--- src/rtl/dmem_arbiter.sv ---
// Two-master data-memory arbiter: IDLE -> ACCESS -> RESP handshake with one access per two cycles.
// Define DMEM_ARB_RR_EN for round-robin contention; otherwise m0 has fixed priority.
module dmem_arbiter #(
    parameter int DEPTH = 400
) (
    input  logic        clk,
    input  logic        reset_n,

    input  logic        m0_req,
    input  logic        m0_we,
    input  logic [31:0] m0_addr,
    input  logic [31:0] m0_wdata,
    input  logic [1:0]  m0_byte_en,
    input  logic [2:0]  m0_funct3,
    output logic        m0_gnt,
    output logic        m0_done,
    output logic [31:0] m0_rdata,
    output logic        m0_err,

    input  logic        m1_req,
    input  logic        m1_we,
    input  logic [31:0] m1_addr,
    input  logic [31:0] m1_wdata,
    input  logic [1:0]  m1_byte_en,
    input  logic [2:0]  m1_funct3,
    output logic        m1_gnt,
    output logic        m1_done,
    output logic [31:0] m1_rdata,
    output logic        m1_err,

    output logic        d_wr_en,
    output logic [31:0] dAddr,
    output logic [31:0] dWdata,
    output logic [1:0]  byte_en,
    output logic [2:0]  funct3_in,
    input  logic [31:0] dRdata
);

    localparam logic [31:0] DEPTH_W = 32'(DEPTH);

    typedef enum logic [1:0] {IDLE, ACCESS, RESP} state_t;

    state_t      state_q, state_d;

    logic        owner_q;
    logic        we_q;
    logic        oor_q;
    logic [31:0] addr_q;
    logic [31:0] wdata_q;
    logic [1:0]  byte_en_q;
    logic [2:0]  funct3_q;
    logic [31:0] rdata_q [2];

    logic        sel;
    logic        grant_ok;
    logic        in_access;
    logic        sel_we;
    logic [31:0] sel_addr;
    logic [31:0] sel_wdata;
    logic [1:0]  sel_byte_en;
    logic [2:0]  sel_funct3;

`ifdef DMEM_ARB_RR_EN
    logic        last_q;
`endif

    // Winner selection; only meaningful when grant_ok is high.
    always_comb begin
        sel = m1_req;
        if (m0_req && m1_req) begin
`ifdef DMEM_ARB_RR_EN
            sel = ~last_q;
`else
            sel = 1'b0;
`endif
        end
    end

    // Gated by reset_n so no grant (and no capture) is seen while held in reset.
    assign grant_ok = reset_n && (state_q != ACCESS) && (m0_req || m1_req);
    assign in_access = (state_q == ACCESS);

    assign sel_we      = sel ? m1_we      : m0_we;
    assign sel_addr    = sel ? m1_addr    : m0_addr;
    assign sel_wdata   = sel ? m1_wdata   : m0_wdata;
    assign sel_byte_en = sel ? m1_byte_en : m0_byte_en;
    assign sel_funct3  = sel ? m1_funct3  : m0_funct3;

    // State register
    always_ff @(posedge clk or negedge reset_n) begin
        if (!reset_n) begin
            state_q <= IDLE;
        end else begin
            state_q <= state_d;
        end
    end

    // Next-state logic
    always_comb begin
        state_d = state_q;
        case (state_q)
            IDLE:    state_d = grant_ok ? ACCESS : IDLE;
            ACCESS:  state_d = RESP;
            RESP:    state_d = grant_ok ? ACCESS : IDLE;
            default: state_d = IDLE;
        endcase
    end

    // Output logic
    always_comb begin
        m0_gnt    = grant_ok && !sel;
        m1_gnt    = grant_ok && sel;
        m0_done   = (state_q == RESP) && !owner_q;
        m1_done   = (state_q == RESP) && owner_q;
        m0_err    = m0_done && oor_q;
        m1_err    = m1_done && oor_q;
        m0_rdata  = rdata_q[0];
        m1_rdata  = rdata_q[1];
        d_wr_en   = in_access && we_q && !oor_q;
        dAddr     = in_access ? addr_q    : 32'd0;
        dWdata    = in_access ? wdata_q   : 32'd0;
        byte_en   = in_access ? byte_en_q : 2'd0;
        funct3_in = in_access ? funct3_q  : 3'd0;
    end

    // Request capture and per-requester load-data registers
    always_ff @(posedge clk or negedge reset_n) begin
        if (!reset_n) begin
            owner_q    <= 1'b0;
            we_q       <= 1'b0;
            oor_q      <= 1'b0;
            addr_q     <= '0;
            wdata_q    <= '0;
            byte_en_q  <= '0;
            funct3_q   <= '0;
            rdata_q[0] <= '0;
            rdata_q[1] <= '0;
        end else begin
            if (grant_ok) begin
                owner_q   <= sel;
                we_q      <= sel_we;
                oor_q     <= (sel_addr >= DEPTH_W);
                addr_q    <= sel_addr;
                wdata_q   <= sel_wdata;
                byte_en_q <= sel_byte_en;
                funct3_q  <= sel_funct3;
            end
            if (in_access && !we_q) begin
                rdata_q[owner_q] <= oor_q ? 32'd0 : dRdata;
            end
        end
    end

`ifdef DMEM_ARB_RR_EN
    // Reset to m1 so that m0 wins the first contention.
    always_ff @(posedge clk or negedge reset_n) begin
        if (!reset_n) begin
            last_q <= 1'b1;
        end else if (grant_ok) begin
            last_q <= sel;
        end
    end
`endif

endmodule

--- config.mk ---
export PLATFORM = sky130hd
export DESIGN_NAME = dmem_arbiter
export DESIGN_NICKNAME = d
export VERILOG_FILES = /design/src/rtl/dmem_arbiter.sv
export SDC_FILE = /design/constraint.sdc
export NUM_CORES = 1
export LEC_CHECK = 0
export CORE_MARGIN = 2
export CORE_UTILIZATION = 41
export CTS_CLUSTER_DIAMETER = 40
export DETAILED_ROUTE_END_ITERATION = 8
export PLACE_DENSITY = 0.8
export SLEW_MARGIN = 40
export SYNTH_ARGS = -nofsm -noshare
export SYNTH_HDL_FRONTEND = slang
export SYNTH_SLANG_ARGS = --single-unit
--- constraint.sdc ---
create_clock -name clk -period 2 [get_ports clk]
set_input_delay 0.6 -clock clk [delete_from_list [all_inputs] [get_ports clk]]
set_output_delay 0.6 -clock clk [all_outputs]
set_load 0.02 [all_outputs]
==> out/qor.yml <==
synth_most_common_cell: "sky130_fd_sc_hd__dfrtp_1"
track_usage: 0.232
p_leak_nw: 5.62
crit_arrival_ns: 1.68
grt_first_pass_wirelength_um: 30400
power_frac_seq: 0.393
yosys.cell_types.count: 33
clock_sinks: 138
floorplan.core_area_sq_um: 15800
largest_fanout_on_the_critical_path: 19
endpoint_kind: "primary output"
grt_pass1_vias: 5785
internal-power_mw: 6.28
worst_ir_drop_vdd_mv: 0.608
mappedNetlistArea_sq_um: 6580
synth_top_flop_cell: "sky130_fd_sc_hd__dfrtp_1"
clk_latency_ns: 0.41
gp_congestion: 0.882
cp.buffers_inverters: 3
synth_fp_nets: 840
syn_to_layout_area_delta_pct: 62.6
max-slew-margin-rel: 0.605
die-area_sq_um: 17100
cp.required_ns: 1.40
total_switching_power_mw: 2.69
crit_path_class: "flop to primary output"
violated_checks: "negative setup slack"
timing.critical_path.depth: 5
critical-path-slowest-cell: "sky130_fd_sc_hd__dfrtp_1"
crit_start: "state_q[0]"
avgRoutedWirePerCell_um: 16.4
die-height_um: 131
vias: 5906
dominant_delay_contributor_by_cell_family_on_the_critical_path: "buffers and inverters"
drt_iter0_markers: 298
yosysSeqAreaShare: 0.525
reg2reg_depth: 7
run_status: "finished with violations"
clock.fmax_mhz: 438
initial_core_util: 0.417
design.portCount: 316
grt_antenna_before_repair: 0
synth_cells: 664
cts-root-to-sink-buffers: 2
worst_clock_skew_ns: 0.00858
cellPowerDensity_nw_per_um2: 838
synth.largest_area_cell: "sky130_fd_sc_hd__dfrtp_1"
synthArstFlopShare: 1.00
synth.area.top_cells: "sky130_fd_sc_hd__dfrtp_1 (53%), sky130_fd_sc_hd__mux2i_1 (11%), sky130_fd_sc_hd__nand2_1 (7.7%)"
final_max_slew_viol_count: 0
chipWidth_um: 131
power_frac_comb: 0.268
rr_startpoint: "state_q[1]"
synth_area_per_cell_sq_um: 9.90
yosysTopAreaCellShare: 0.525
hold_path.class: "input pin to async pin"
ys.warnings.count: 0
clock-root-buffer: "sky130_fd_sc_hd__clkbuf_16"
switching_share: 0.300
dp_hpwl_um: 15000
totalWireLength_um: 20000
crit_chain: "nand2b_4 -> clkinvlp_4 -> buf_6 -> and2_1 -> clkdlybuf4s15_2"
cts_buffers: 17
number_of_levels_in_the_clock_h_tree: 4
post_route_clock_period_utilization: 1.14
worstMarginPinSlew_ns: 0.593
drc_errors: 0
nets: 1164
cap_viol_max_count: 0
cp_slowest_stage_delay_ns: 0.40
buffer_ports.inserted: 315
number_of_enable_type_register_cells_in_the_synthesized_netlist: 0
netlist_top_cells_count: "sky130_fd_sc_hd__dfrtp_1 (138), sky130_fd_sc_hd__nand2_1 (135), sky130_fd_sc_hd__o21ai_1 (89), sky130_fd_sc_hd__and2_1 (71), sky130_fd_sc_hd__mux2i_1 (70)"
drive_above_1_share: 0.177
post_placement_worst_setup_slack_ns: -0.679
ant_nets: 0
layout_min_cycle_time_ns: 2.28
pwr-share-clk: 0.339
grt_setup_unrepaired: "true"
residual_overflow_from_global_routing: 0
clk_transition_reported_paths_ns: 0.06
maximum_number_of_pins_on_one_net_before_global_route_repair: 68
setup.worst_path.start_class: "flop"
synth-seq-cells: 138
rows: 46
finalSetupViolCount: 76
fin_ws_ns: -0.283
antenna_cells_inserted: 0
drt_pass_1_iters: 7
hold_violations: 0
post_drt_via_cell_ratio: 4.85
worst_hold_slack_ns: 0.232
ctsHoldBuffers: 0
cts_tree: "yes"
power groups by stage:
stage	logic (mW)	registers [mW]	clock network [mW]
final	2.41	3.52	3.04
after floorplan	0.861	3.82	0
after CTS	2.43	3.53	3.08
after detailed placement	2.48	3.57	0
after global placement	2.44	3.55	0
after global routing	2.62	3.58	3.19
through the flow:
stage	utilization	setup TNS (ns)	cells	total power [mW]	cell area [sq um]
floorplan	-	0	664	4.69	6580
detailed placement	0.634	-37.51	1180	6.05	10000
global placement	0.634	-35.88	1180	5.98	10000
global route	0.678	-20.72	1217	9.39	10700
finish	0.678	-14.96	1217	8.96	10700
CTS	0.667	-17.16	1217	9.04	10500
repair_timing:
action,in CTS,in global routing
resized for setup,313,72
setup buffers,5,1
gates cloned,1,0
setup endpoints to repair,94,115
pin swaps,2,3
cell usage in the layout (no fill, tap or decap), types with 2 or more instances in the layout:
master,Yosys,routed
sky130_fd_sc_hd__clkdlybuf4s15_2,0,24
sky130_fd_sc_hd__dfrtp_1,138,138
sky130_fd_sc_hd__clkdlybuf4s50_1,0,182
sky130_fd_sc_hd__o21ai_2,10,10
sky130_fd_sc_hd__dlymetal6s2s_1,0,39
sky130_fd_sc_hd__nand2_1,135,134
sky130_fd_sc_hd__nand2b_1,33,32
sky130_fd_sc_hd__mux2i_1,70,70
sky130_fd_sc_hd__a21oi_1,2,2
sky130_fd_sc_hd__clkinv_4,0,4
sky130_fd_sc_hd__o21ai_0,35,35
sky130_fd_sc_hd__buf_4,2,29
sky130_fd_sc_hd__nor2_1,3,2
sky130_fd_sc_hd__clkbuf_8,6,3
sky130_fd_sc_hd__o311ai_0,2,2
sky130_fd_sc_hd__buf_6,7,25
sky130_fd_sc_hd__nor4_1,10,10
sky130_fd_sc_hd__and2_1,71,61
sky130_fd_sc_hd__and2_4,0,10
sky130_fd_sc_hd__buf_12,1,7
sky130_fd_sc_hd__clkinv_2,0,2
sky130_fd_sc_hd__inv_6,0,2
sky130_fd_sc_hd__clkbuf_16,0,17
sky130_fd_sc_hd__o21ai_1,89,89
sky130_fd_sc_hd__nand4_1,2,2
sky130_fd_sc_hd__nand2b_4,1,2
sky130_fd_sc_hd__nor3_1,2,2
sky130_fd_sc_hd__dlygate4sd2_1,0,17
sky130_fd_sc_hd__buf_2,9,28
sky130_fd_sc_hd__clkinvlp_4,0,4
path summary, 6_finish.rpt:
path	to	slack, ns
max	dWdata[0]	-0.28
min	addr_q[26]	0.23
max reg2reg	m0_rdata[4]	0.24
min reg2reg	addr_q[29]	0.47
max in group asynchronous	addr_q[24]	0.86
min in group clk	addr_q[29]	0.47
cell families after synthesis:
| kind of cell | Yosys count | synth area share |
|---|---|---|
| AO/OA/AOI/OAI | 141 | 0.115 |
| multiplexers | 70 | 0.107 |
| AND/OR/NAND/NOR | 267 | 0.203 |
| flip-flops | 138 | 0.525 |
| buffers and inverters | 48 | 0.0498 |
registers in the layout, summed over array words and instances (netlist names):
name and count:
addr_q 32, m0_rdata 32, m1_rdata 32, wdata_q 32, funct3_q 3, byte_en_q 2
state_q 2, oor_q 1, owner_q 1, we_q 1
area by class of cell:
cell class / instances / area, sq um
Fill cell: 1299 / 5080
Tap cell: 216 / 270
Multi-Input combinational cell: 478 / 2870
Timing Repair Buffer: 352 / 3510
Inverter: 1 / 7.51
Sequential cell: 138 / 3450
Clock inverter: 12 / 115
Clock buffer: 20 / 467
layer usage:
layer | global-route usage | up-vias | share of wire
li1 | - | 2881 | -
met1 | 0.279 | 2765 | 0.40
met2 | 0.399 | 228 | 0.50
met3 | 0.0696 | 32 | 0.078
met4 | 0.0801 | 0 | 0.024
met5 | 0 | - | 0
Power figures use the tool's default switching activity.
